$ cat config.mk
export PLATFORM = sky130hd
export DESIGN_NAME = call_stack
export DESIGN_NICKNAME = d
export VERILOG_FILES = /design/src/rtl/cpu_pkg.sv /design/src/rtl/call_stack.sv
export SDC_FILE = /design/constraint.sdc
export NUM_CORES = 1
export LEC_CHECK = 0
export CORE_MARGIN = 2
export CORE_UTILIZATION = 50
export DETAILED_ROUTE_END_ITERATION = 8
export PLACE_DENSITY = 0.71
export SLEW_MARGIN = 20
export SYNTH_ARGS = -nofsm -noshare
export SYNTH_HDL_FRONTEND = slang
export SYNTH_SLANG_ARGS = --single-unit
$ cat constraint.sdc
create_clock -name clk -period 5.32 [get_ports clk]
set_clock_uncertainty 0.2 [all_clocks]
set_input_delay 1.064 -clock clk [delete_from_list [all_inputs] [get_ports clk]]
set_output_delay 1.064 -clock clk [all_outputs]
set_load 0.03 [all_outputs]
$ cat src/rtl/cpu_pkg.sv
// Shared MCU core definitions.
//   PC_W        program counter width, passed to the call stack as AW
//   STACK_DEPTH return-address stack depth, passed as DEPTH
//   pc_t        program counter type
package cpu_pkg;

    localparam int PC_W        = 11;
    localparam int STACK_DEPTH = 8;

    typedef logic [PC_W-1:0] pc_t;

endpackage

$ cat src/rtl/call_stack.sv
// Hardware return-address stack for the MCU core (CALL/RETURN storage).
//
// Ports:
//   clk        system clock, all state updates on rising edge
//   reset      asynchronous active-high reset, clears pointer, count, entries, flags
//   push       CALL strobe, stores push_addr as new top
//   pop        RETURN strobe, removes top entry
//   push_addr  return address to store
//   clr_err    clears sticky error flags (unused when error detection is compiled out)
//   top_addr   current top entry, combinational from storage
//   depth      number of valid entries, 0..DEPTH
//   full       depth == DEPTH
//   empty      depth == 0
//   overflow   sticky: push attempted while full
//   underflow  sticky: pop attempted while empty
//
// Build option CALL_STACK_ERR_EN: when defined, push-on-full and pop-on-empty are
// ignored and flagged. When undefined, the stack is circular (oldest entry is
// overwritten, pointer keeps moving on underflow) and the flags are tied low.
module call_stack
    import cpu_pkg::*;
#(
    parameter int AW    = PC_W,
    parameter int DEPTH = STACK_DEPTH
) (
    input  logic                       clk,
    input  logic                       reset,
    input  logic                       push,
    input  logic                       pop,
    input  logic [AW-1:0]              push_addr,
    input  logic                       clr_err,
    output logic [AW-1:0]              top_addr,
    output logic [$clog2(DEPTH):0]     depth,
    output logic                       full,
    output logic                       empty,
    output logic                       overflow,
    output logic                       underflow
);

    localparam int PW = $clog2(DEPTH);
    localparam int CW = PW + 1;

    logic [AW-1:0] mem [DEPTH];
    logic [PW-1:0] wp;
    logic [CW-1:0] cnt;
    logic [PW-1:0] wp_m1;
    logic          is_full;
    logic          is_empty;
    logic          push_eff;
    logic          pop_eff;
    logic          replace;

    // DEPTH is a power of two, so pointer arithmetic wraps for free.
    assign wp_m1    = wp - 1'b1;
    assign is_full  = (cnt == CW'(DEPTH));
    assign is_empty = (cnt == '0);

    assign top_addr = mem[wp_m1];
    assign depth    = cnt;
    assign full     = is_full;
    assign empty    = is_empty;

    // A push+pop on an empty stack has nothing to replace, so it degrades to a
    // plain push. A push+pop on a full stack is a legal replace in both builds.
    always_comb begin
        replace  = push && pop && !is_empty;
        push_eff = push && !(pop && !is_empty);
        pop_eff  = pop && !push;
`ifdef CALL_STACK_ERR_EN
        push_eff = push_eff && !is_full;
        pop_eff  = pop_eff && !is_empty;
`endif
    end

    always_ff @(posedge clk or posedge reset) begin
        if (reset) begin
            wp  <= '0;
            cnt <= '0;
            for (int i = 0; i < DEPTH; i++) begin
                mem[i] <= '0;
            end
        end else if (push_eff) begin
            mem[wp] <= push_addr;
            wp      <= wp + 1'b1;
            if (!is_full) begin
                cnt <= cnt + 1'b1;
            end
        end else if (replace) begin
            mem[wp_m1] <= push_addr;
        end else if (pop_eff) begin
            wp <= wp_m1;
            if (!is_empty) begin
                cnt <= cnt - 1'b1;
            end
        end
    end

`ifdef CALL_STACK_ERR_EN
    logic ovf_q;
    logic unf_q;

    // A new error in the same cycle as clr_err keeps the flag set.
    always_ff @(posedge clk or posedge reset) begin
        if (reset) begin
            ovf_q <= 1'b0;
            unf_q <= 1'b0;
        end else begin
            if (push && !pop && is_full) begin
                ovf_q <= 1'b1;
            end else if (clr_err) begin
                ovf_q <= 1'b0;
            end
            if (pop && !push && is_empty) begin
                unf_q <= 1'b1;
            end else if (clr_err) begin
                unf_q <= 1'b0;
            end
        end
    end

    assign overflow  = ovf_q;
    assign underflow = unf_q;
`else
    logic unused_clr_err;

    assign unused_clr_err = clr_err;
    assign overflow       = 1'b0;
    assign underflow      = 1'b0;
`endif

endmodule

* Word level (Yosys, flattened, before mapping)
Index checks and enable logic that the tools add are counted.
** Word-level totals
- Flip-flop bits (word level) :: 95
- Output and inout bits :: 19
- Word-level logic and storage cells :: 58
** Operators by class
- Muxes and demuxes :: 19
- Equal/unequal tests :: 4
- Bitwise gates (word level) :: 2
- $lt $le $gt $ge :: 4
- Reductions and logical operators :: 15
- $add $sub $neg :: 4
** Operators by type and width (number)
- $bwmux 88 :: 2
- $mux 88 :: 2
- $demux 11 s3 :: 2
- $mux 11 :: 4
- $bmux 11 s3 :: 1
- $mux 4 :: 5
- $mux 3 :: 3
- $ge 4x4->1 const B :: 2
- $lt 4x1->1 const B :: 2
- $not 3->4 :: 2
- $logic_and 1x1->1 :: 7
- $add 4x1->4 const B :: 1
- $eq 4x4->1 const B :: 1
- $logic_not 4->1 :: 1
- $ne 2x2->1 const B :: 2
- $reduce_and 4->1 :: 1
- $reduce_bool 2->1 :: 2
- $sub 4x1->4 const B :: 1
- $add 3x1->3 const B :: 1
- $logic_not 1->1 :: 3
- $sub 3x1->3 const B :: 1
- $ne 2x1->1 const B :: 1
- $reduce_and 2->1 :: 1

* Depth between registers and ports, before layout
Gate-level depths: netlist (run 1).
- Word-level depth :: 9
- Mapped depth :: 8
- Mapped depth without buffers :: 7

* Least setup slack after synthesis (run 1)
OpenSTA, ideal clock, no wires.
- Kind :: reg2out
- Start point :: register wp[0]
- End point :: output port top_addr[5]
- Cell stages (with the launch flop) :: 9
- Buffers on the path :: 2
- Arrival time :: 2.731 ns
- Required time :: 4.056 ns
- Slack :: 1.325 ns
- Cell sequence :: dfrtp_1 -> inv_1 -> clkbuf_1 -> ha_1 -> xor2_1 -> clkbuf_1 -> mux4_2 -> nor2_1 -> a221oi_1
** Between the ends
- Word-level cells in the longest chain between the ends :: 5
** Ends and longest elaborated chain
- start: declaration :: RTL line call_stack.sv:44 : logic [PW-1:0] wp;
- start signal: assignment :: RTL line call_stack.sv:84 : wp <= wp + 1'b1;
- start signal: assignment :: RTL line call_stack.sv:91 : wp <= wp_m1;
- $sub 3x1->3 :: RTL line call_stack.sv:54 : assign wp_m1 = wp - 1'b1;
- net wp_m1[0] :: RTL line call_stack.sv:46 : logic [PW-1:0] wp_m1;
- $not 3->4 (implied by the code) :: RTL line call_stack.sv:58 : assign top_addr = mem[wp_m1];
- $bmux 11 s3 :: RTL line call_stack.sv:58
- $mux 11 (implied by the code) (2 in series) :: RTL line call_stack.sv:58
- end: declaration :: RTL line call_stack.sv:32 : output logic [AW-1:0] top_addr,
The timed path passes the listed nets, and every way through them passes these cells. The select of a mux whose other input is x is not followed.

* Worst setup path after layout (run 1)
- Start point :: register wp[0]
- End point :: output port top_addr[4]
** Between the ends
- Word-level cells in the longest chain between the ends :: 5
** Ends and longest elaborated chain (RTL line)
- $sub 3x1->3 :: call_stack.sv:54
- $not 3->4 (implied by the code) :: call_stack.sv:58
- $bmux 11 s3 :: call_stack.sv:58
- $mux 11 (implied by the code) (2 in series) :: call_stack.sv:58
No other way between the ends. The select of a mux whose other input is x is not followed.

==> results.sh, run 1 <==
export IMPL_status="complete, no violations"
export IMPL_die_w_um=101.8
export IMPL_synthFlopType="dfrtp_1"
export IMPL_cts_tree="yes"
export IMPL_syn_inst=368
export IMPL_async_flop_share_pct=100.0
export IMPL_cap_violations=0
export IMPL_grt_pass1_vias=3186
export IMPL_cp_top_family="buffers and inverters"
export IMPL_fmax_ghz=0.2228
export IMPL_syn_area_per_cell_um2=13.01
export IMPL_synth_top_area_share_pct=49.67
export IMPL_grt_ovfl_total=0
export IMPL_ys_ff_latch=95
export IMPL_hold_path_class="reg2reg"
export IMPL_crit_chain="inv_1, buf_4, ha_1, buf_4, nor2_1, a221oi_1, clkdlybuf4s50_1"
export IMPL_worstMarginPinSlew_ns=0.9732
export IMPL_diodes=0
export IMPL_clk_latency_ns=0.37
export IMPL_viasPerCell=5.816
export IMPL_finalCritPeriodShare_pct=84.36
export IMPL_fin_setup_tns_ns=0
export IMPL_dr_pass1_iters=4
export IMPL_crit_type="reg2out"
export IMPL_path_clk_slew_ns=0.11
export IMPL_synth_edff_count=0
export IMPL_cts_hold_fix_buffers=0
export IMPL_io_pins=35
export IMPL_grt_first_pass_wirelength_mm=17.11
export IMPL_clkSinkCount=95
export IMPL_synth_top_cell_by_area="dfrtp_1"
export IMPL_hold_ws_ns=0.2893
export IMPL_antenna_found_initial=0
export IMPL_cts_setup_buffers=0
export IMPL_core_um2=9284
export IMPL_utilization_pct=58.60
export IMPL_cts_root_buf="clkbuf_8"
export IMPL_route_detailed_drc=0
export IMPL_yosys_top_cells_area="dfrtp_1 50%, mux2_1 16%, mux2_4 6.3%"
export IMPL_wl_mm=10.28
export IMPL_crit_top_cell="buf_4"
export IMPL_place_gp_congestion=0.7673
export IMPL_synth_distinct_cells=48
export IMPL_netlist_area_um2=4786
export IMPL_worst_path_max_delay_cell="clkdlybuf4s50_1"
export IMPL_cp_num_buf_inv=4
export IMPL_crit_arrival_ns=3.22
export IMPL_die_y_um=101.8
export IMPL_routedWlPerCell_um=19.25
export IMPL_crit_required_ns=4.06
export IMPL_setup_viol=0
export IMPL_critPathCaptureType="output pin"
export IMPL_final_max_slew_violation_count=0
export IMPL_clock_path_buffers=2
export IMPL_grtUsageTotal_pct=21.80
export IMPL_fin_crit_ns=4.488
export IMPL_ctsHtreeMaxLevel=3
export IMPL_core_rowCount=35
export IMPL_area_growth_pct=13.67
export IMPL_layout_drive_gt1_share_pct=18.77
export IMPL_die_area_um2=10370
export IMPL_layout_commonest_cell="dfrtp_1"
export IMPL_vias=3106
export IMPL_nets=421
export IMPL_ctsResizeCount=0
export IMPL_layout_common_cells="95 x dfrtp_1, 68 x mux2_1, 24 x clkdlybuf4s50_1, 20 x mux2_4, 20 x buf_4"
export IMPL_rsz0062_at_grt="no"
export IMPL_ys_warn_count=0
export IMPL_port_buffers=31
export IMPL_initial_core_util_pct=51.55
export IMPL_dp_hpwl_mm=6.632
export IMPL_cp_start_kind="register"
export IMPL_slowest_delay_ns=0.64
export IMPL_relSlewSlack_pct=35.03
export IMPL_grt_max_degree=51
export IMPL_crit_fanout=14
export IMPL_hold_viol=0
export IMPL_drt_iter0_markers=118
export IMPL_cts_made_buffers=9
export IMPL_drtAntennaViolNets=0
export IMPL_ys_seq_area_share_pct=49.67
routing by layer:
metal | wire length [µm] | track usage (%) | vias to the layer above
met3 | 548 | 4.036 | 9
met5 | 0 | 0 | -
met4 | 97 | 7.077 | 0
met1 | 4744 | 30.38 | 1587
li1 | - | - | 1419
met2 | 4891 | 34.92 | 91
sequential cells by signal, indices dropped and copies added, names as in the netlist:
register / flops
depth: 4
mem: 88
wp: 3
logic make-up (layout without fill, tap and decap cells):
kind of cell	count (synthesis)	after routing	synth area share (%)
AND/OR/NAND/NOR	60	60	6.013
XOR/XNOR	6	6	1.098
adder cells (fa/ha/maj)	5	5	1.464
AO/OA/AOI/OAI	55	55	8.994
multiplexers	113	113	29.18
buffers and inverters	33	69	3.503
other	1	2	0.07836
flip-flops	95	95	49.67
worst register-to-register path, delay by kind of cell, from the launching register on:
family,cells,cell delay [ns]
muxes,1,0.39
and+or+nand+nor,1,0.57
AOI/OAI and AO/OA,1,0.85
buffers and inverters,3,0.51
adders and majority gates,1,0.59
DFF,1,0.36
synthesized netlist by cell type, types with 2 or more instances:
master	count
dfrtp_1	95
mux2_1	68
mux2_4	20
nand2_1	19
nor2_1	18
mux2i_1	15
clkbuf_1	13
o21ai_0	10
a221oi_1	8
inv_1	8
a21oi_1	7
buf_4	7
nand3_1	7
and3_1	6
mux4_2	6
a31oi_1	4
a32oi_1	4
ha_1	4
mux2_2	4
o22ai_1	4
xnor2_1	4
a211o_1	2
a211oi_1	2
a311oi_1	2
and2_1	2
buf_2	2
buf_6	2
nor3_1	2
o221ai_1	2
o32ai_2	2
xor2_1	2
metrics by stage:
stage	worst slack, ns	instances	instance area [µm²]
2_1_floorplan	1.325	369	4790
3_3_place_gp	1.192	518	5224
3_5_place_dp	1.198	518	5224
4_1_cts	0.7928	534	5440
5_1_grt	0.6536	534	5440
6_report	0.8319	534	5440
cell type report:
cell class,count,area (µm²)
Fill cell,782,3844
Sequential cell,95,2377
Multi-Input combinational cell,241,2260
Timing Repair Buffer,44,390.4
Tap cell,129,161.4
Clock buffer,9,123.9
Clock inverter,7,92.59
Inverter,9,35.03
final timing paths:
| check | slack (ns) | to | depth (start not counted) | start |
|---|---|---|---|---|
| max | 0.83 | top_addr[4] | 7 | wp[0] |
| min | 0.29 | mem[67] | 1 | mem[67] |
| max reg2reg | 1.73 | mem[42] | 7 | wp[0] |
| min reg2reg | 0.29 | mem[67] | 1 | mem[67] |
| max in group asynchronous | 2.86 | mem[39] | 3 | reset |
| min in group asynchronous | 0.94 | mem[15] | 2 | reset |
Power of run 1 is not shown: default switching activity piles up to over one toggle a cycle in this logic, so the estimate is an artifact.
==> inputs of run 2 (changes only) <==
PLACE_DENSITY = 0.73   (was 0.71)
clock period = 3.65 ns   (was 5.32 ns; I/O delays follow)
==> run 2 against run 1 <==
Compared with the run above:
- hold slack got worse by 0.0063 ns
- design area rose by 2.2%
- die area did not move
- non-clock buffer count rose by 12
- setup slack got worse by 0.64 ns
- critical path type unchanged
- wire length fell by 1.6%
- final cell count rose by 2.1%
- register-to-register slack got worse by 1.2 ns
- critical path depth did not move
==> results.sh, run 2 (synthesis gave the netlist of run 1 again) <==
export IMPL_cap_violations=0
export IMPL_hold_viol=0
export IMPL_fmax_ghz=0.2895
export IMPL_post_place_ws_ns=0.2932
export IMPL_fill_cells=754
export IMPL_crit_required_ns=2.72
export IMPL_initial_core_util_pct=51.55
export IMPL_die_area_um2=10370
export IMPL_final_max_slew_violation_count=0
export IMPL_hold_start="mem[67]"
export IMPL_viasPerCell=5.699
export IMPL_crit_fanout=8
export IMPL_routedWlPerCell_um=18.56
export IMPL_worst_slack_ns=0.1957
export IMPL_hold_path_class="reg2reg"
export IMPL_register_area_um2=2377
export IMPL_multiInputGateArea_um2=2295
export IMPL_r2r_end="mem[53]"
export IMPL_port_buffers=31
export IMPL_io_pins=35
export IMPL_hold_ws_ns=0.2830
export IMPL_cts_made_buffers=9
export IMPL_r2r_start="wp[1]"
export IMPL_layout_commonest_cell="dfrtp_1"
export IMPL_grtUsageTotal_pct=21.33
export IMPL_area_growth_pct=16.13
export IMPL_clock_path_buffers=2
export IMPL_finalCritPeriodShare_pct=94.64
export IMPL_drtAntennaViolNets=0
export IMPL_clkSinkCount=95
export IMPL_layout_drive_gt1_share_pct=22.36
export IMPL_grt_use_met3_pct=3.146
export IMPL_dpl_cell_area_um2=5353
export IMPL_drt_iter0_markers=137
export IMPL_critPathCaptureType="output pin"
export IMPL_cp_start_kind="register"
export IMPL_clk_latency_ns=0.36
export IMPL_worst_hold_path_endpoint="mem[67]"
export IMPL_grt_first_pass_wirelength_mm=16.89
export IMPL_grt_met1_usage_pct=31.14
export IMPL_largest_register_ffs=88
export IMPL_status="complete, no violations"
export IMPL_reg2reg_depth=7
export IMPL_fin_crit_ns=3.454
export IMPL_grt_pass1_vias=3211
export IMPL_worstMarginPinSlew_ns=0.9869
export IMPL_r2r_setup_slack_ns=0.57
export IMPL_vias=3106
export IMPL_die_y_um=101.8
export IMPL_rsz0062_at_grt="no"
export IMPL_fin_area_um2=5558
export IMPL_met2_usage_pct=33.10
export IMPL_ctsHtreeMaxLevel=3
export IMPL_grt_busiest_layer="met2"
export IMPL_path_clk_slew_ns=0.09
export IMPL_route_detailed_drc=0
export IMPL_setup_viol=0
export IMPL_diodes=0
export IMPL_die_w_um=101.8
export IMPL_core_rowCount=35
export IMPL_place_gp_congestion=0.7978
export IMPL_grt_ovfl_total=0
export IMPL_antenna_found_initial=0
export IMPL_fin_setup_tns_ns=0
export IMPL_grt_max_degree=96
export IMPL_cts_setup_buffers=0
export IMPL_layout_common_cells="95 x dfrtp_1, 68 x mux2_1, 32 x buf_4, 20 x mux2_4, 20 x clkdlybuf4s50_1"
export IMPL_crit_type="reg2out"
export IMPL_wl_mm=10.11
export IMPL_nets=433
export IMPL_crit_arrival_ns=2.52
export IMPL_core_um2=9284
export IMPL_relSlewSlack_pct=34.12
export IMPL_cts_tree="yes"
export IMPL_dp_hpwl_mm=6.867
export IMPL_largest_register="mem"
export IMPL_dr_pass1_iters=4
export IMPL_cts_root_buf="clkbuf_8"
export IMPL_min_delay_path_depth=1
==> run 2: changes by cell type in the layout (fill, tap and decap cells not counted), sizes merged <==
| cell | delta |
|---|---|
| clkinvlp | +1 |
| clkdlybuf4s50 | -4 |
| inv | -2 |
| dlygate4sd2 | +1 |
| dlymetal6s2s | +1 |
| buf | +14 |
| clkbuf | +1 |
| clkinv | -1 |
==> run 2: how the worst max path moves through the flow <==
stage | startpoint | to | slack [ns] | depth (start not counted)
floorplan | wp[0] | top_addr[4] | 0.12 | 7
global placement | push | mem[53] | 0.31 | 5
detailed placement | push | mem[53] | 0.29 | 5
CTS | wp[1] | top_addr[2] | 0.06 | 8
global route | wp[1] | top_addr[9] | 0.04 | 7
finish | wp[1] | top_addr[9] | 0.20 | 7
==> run 2: through the flow <==
step,util [%],cells
after CTS,59.81,545
after detailed placement,57.66,530
after global routing,59.87,545
after global placement,57.66,530
final,59.87,545
after floorplan,-,369
==> run 2: cell type report <==
class / count / share of cell area [%]
flip-flops and latches: 95 / 42.77
multi-input cells: 241 / 41.29
repair buffers: 56 / 9.027
well taps: 129 / 2.904
clock buffers: 10 / 2.296
clock inverters: 5 / 1.081
inverters: 9 / 0.6303
==> run 2: metal layers <==
layer,vias up,wire [µm]
li1,1438,-
met1,1595,4752
met2,63,4796
met3,10,438
met4,0,124
met5,-,0
==> run 2: worst max-delay path: stages, from the launching register on <==
cell	delay (ns)
dfrtp_1	0.45
inv_1	0.11
ha_2	0.33
buf_4	0.19
nor2_1	0.44
a221oi_1	0.20
o221ai_1	0.25
buf_4	0.20
==> run 2: timing repair <==
action / CTS / global route
hold buffers: 0 / 0
gates resized for setup: 3 / 2
endpoints found under the setup margin: 4 / 3
cloned: 0 / 0
Power of run 2 is left out for the same reason.
==> inputs of run 3 (changes only) <==
ABC_AREA = 0   (was unset)
CORE_UTILIZATION = 53   (was 50)
PLACE_DENSITY = 0.77   (was 0.73)
==> run 3 against run 2 <==
Compared with the run above:
- non-clock buffer count is 7 higher
- hold slack better by 0.0073 ns
- final cell count is 2.4% lower
- clock-buffer cell count is 1 higher
- die area is 5.4% lower
- critical endpoint is now top_addr[2]
- sequential share of layout area is 0.68 points lower
- design area is 1.6% higher
- sequential cell count stayed put
- via count is 4.2% higher
- setup slack worse by 0.055 ns
- maximum frequency is 1.6% lower
- utilization is 4.9 points higher
==> results.sh, run 3 (synthesis gave the netlist of run 1 again) <==
export IMPL_grt_first_pass_wirelength_mm=17.73
export IMPL_die_w_um=99.03
export IMPL_final_max_slew_violation_count=0
export IMPL_path_clk_slew_ns=0.09
export IMPL_dr_pass1_iters=4
export IMPL_route_detailed_drc=0
export IMPL_grt_max_degree=96
export IMPL_hold_path_class="reg2reg"
export IMPL_crit_type="reg2out"
export IMPL_layout_commonest_cell="dfrtp_1"
export IMPL_fin_crit_ns=3.509
export IMPL_die_y_um=99.03
export IMPL_cp_start_kind="register"
export IMPL_core_um2=8721
export IMPL_grt_ovfl_total=0
export IMPL_drt_iter0_markers=174
export IMPL_nets=440
export IMPL_layout_drive_gt1_share_pct=24.06
export IMPL_worstMarginPinSlew_ns=0.6508
export IMPL_vias=3236
export IMPL_drtAntennaViolNets=0
export IMPL_die_area_um2=9806
export IMPL_cts_made_buffers=9
export IMPL_viasPerCell=6.083
export IMPL_fin_setup_tns_ns=0
export IMPL_crit_fanout=11
export IMPL_routedWlPerCell_um=19.57
export IMPL_largest_register_ffs=88
export IMPL_diodes=0
export IMPL_cts_root_buf="clkbuf_8"
export IMPL_port_buffers=31
export IMPL_grt_pass1_vias=3396
export IMPL_initial_core_util_pct=54.88
export IMPL_status="complete, no violations"
export IMPL_core_rowCount=34
export IMPL_setup_viol=0
export IMPL_area_growth_pct=18.01
export IMPL_cap_violations=0
export IMPL_grtUsageTotal_pct=23.07
export IMPL_hold_viol=0
export IMPL_dp_hpwl_mm=6.897
export IMPL_relSlewSlack_pct=56.62
export IMPL_cts_hold_fix_buffers=0
export IMPL_largest_register="mem"
export IMPL_crit_arrival_ns=2.58
export IMPL_clk_latency_ns=0.36
export IMPL_rsz0062_at_grt="no"
export IMPL_cts_tree="yes"
export IMPL_fmax_ghz=0.2850
export IMPL_layout_common_cells="95 x dfrtp_1, 68 x mux2_1, 39 x buf_4, 21 x clkdlybuf4s50_1, 20 x mux2_4"
export IMPL_critPathCaptureType="output pin"
export IMPL_io_pins=35
export IMPL_wl_mm=10.41
export IMPL_clkSinkCount=95
export IMPL_place_gp_congestion=0.7677
export IMPL_crit_required_ns=2.72
export IMPL_antenna_found_initial=0
export IMPL_clock_path_buffers=2
export IMPL_ctsHtreeMaxLevel=3
export IMPL_finalCritPeriodShare_pct=96.14
## run 3: cell types whose count changed in the layout (fill, tap and decap cells not counted), sizes merged
cell | previous run | this run
dlygate4sd2 | 1 | 0
clkinv | 4 | 2
clkdlybuf4s50 | 20 | 21
buf | 34 | 41
clkbuf | 10 | 11
bufinv | 1 | 2
inv | 8 | 9
## run 3: worst paths after layout
path / start / to / slack, ns / cells after the start
setup reg to reg: wp[1] / mem[0] / 0.63 / 8
hold reg to reg: mem[80] / mem[80] / 0.29 / 1
min in group asynchronous: reset / mem[25] / 0.56 / 3
hold / removal: mem[80] / mem[80] / 0.29 / 1
setup / recovery: wp[1] / top_addr[2] / 0.14 / 7
max in group asynchronous: reset / wp[2] / 2.25 / 3
## run 3: timing repair
item / in CTS / in global routing
pin swaps: 0 / 2
buffers inserted: 0 / 3
gates resized for setup: 3 / 2
endpoints found under the setup margin: 2 / 4
## run 3: critical path, cell delays in order (launching register included)
cell and delay, ns:
dfrtp_1 0.44, inv_1 0.09, ha_2 0.25, xnor2_4 0.33, nand3_1 0.12, a21oi_1 0.16
a211o_1 0.15, clkdlybuf4s50_1 0.67
## run 3: routing by layer
metal / global-route usage [%] / vias up / wire length, µm
met5: 0 / - / 0
met1: 33.43 / 1679 / 4735
met3: 3.759 / 18 / 602
met4: 8.641 / 0 / 170
met2: 35.29 / 90 / 4903
li1: - / 1449 / -
## run 3: through the flow
step	std cells	hold WS, ns	worst slack [ns]	instance area (µm²)	utilization (%)
finish	532	0.2903	0.1409	5648	64.76
global route	532	0.3064	0.01937	5648	64.76
CTS	529	0.2939	0.02190	5620	64.45
global placement	513	0.2628	0.2939	5356	61.42
floorplan	369	0.2490	0.1153	4808	-
detailed placement	513	0.2710	0.2877	5356	61.42
## run 3: area by class of cell
class	instances	area, µm²
fill	638	3073
timing repair buffer	63	555.5
inverter	9	35.03
multi-input combinational	241	2306
clock inverter	5	87.58
clock buffer	11	151.4
tap	108	135.1
sequential	95	2377
Power of run 3 is left out for the same reason.
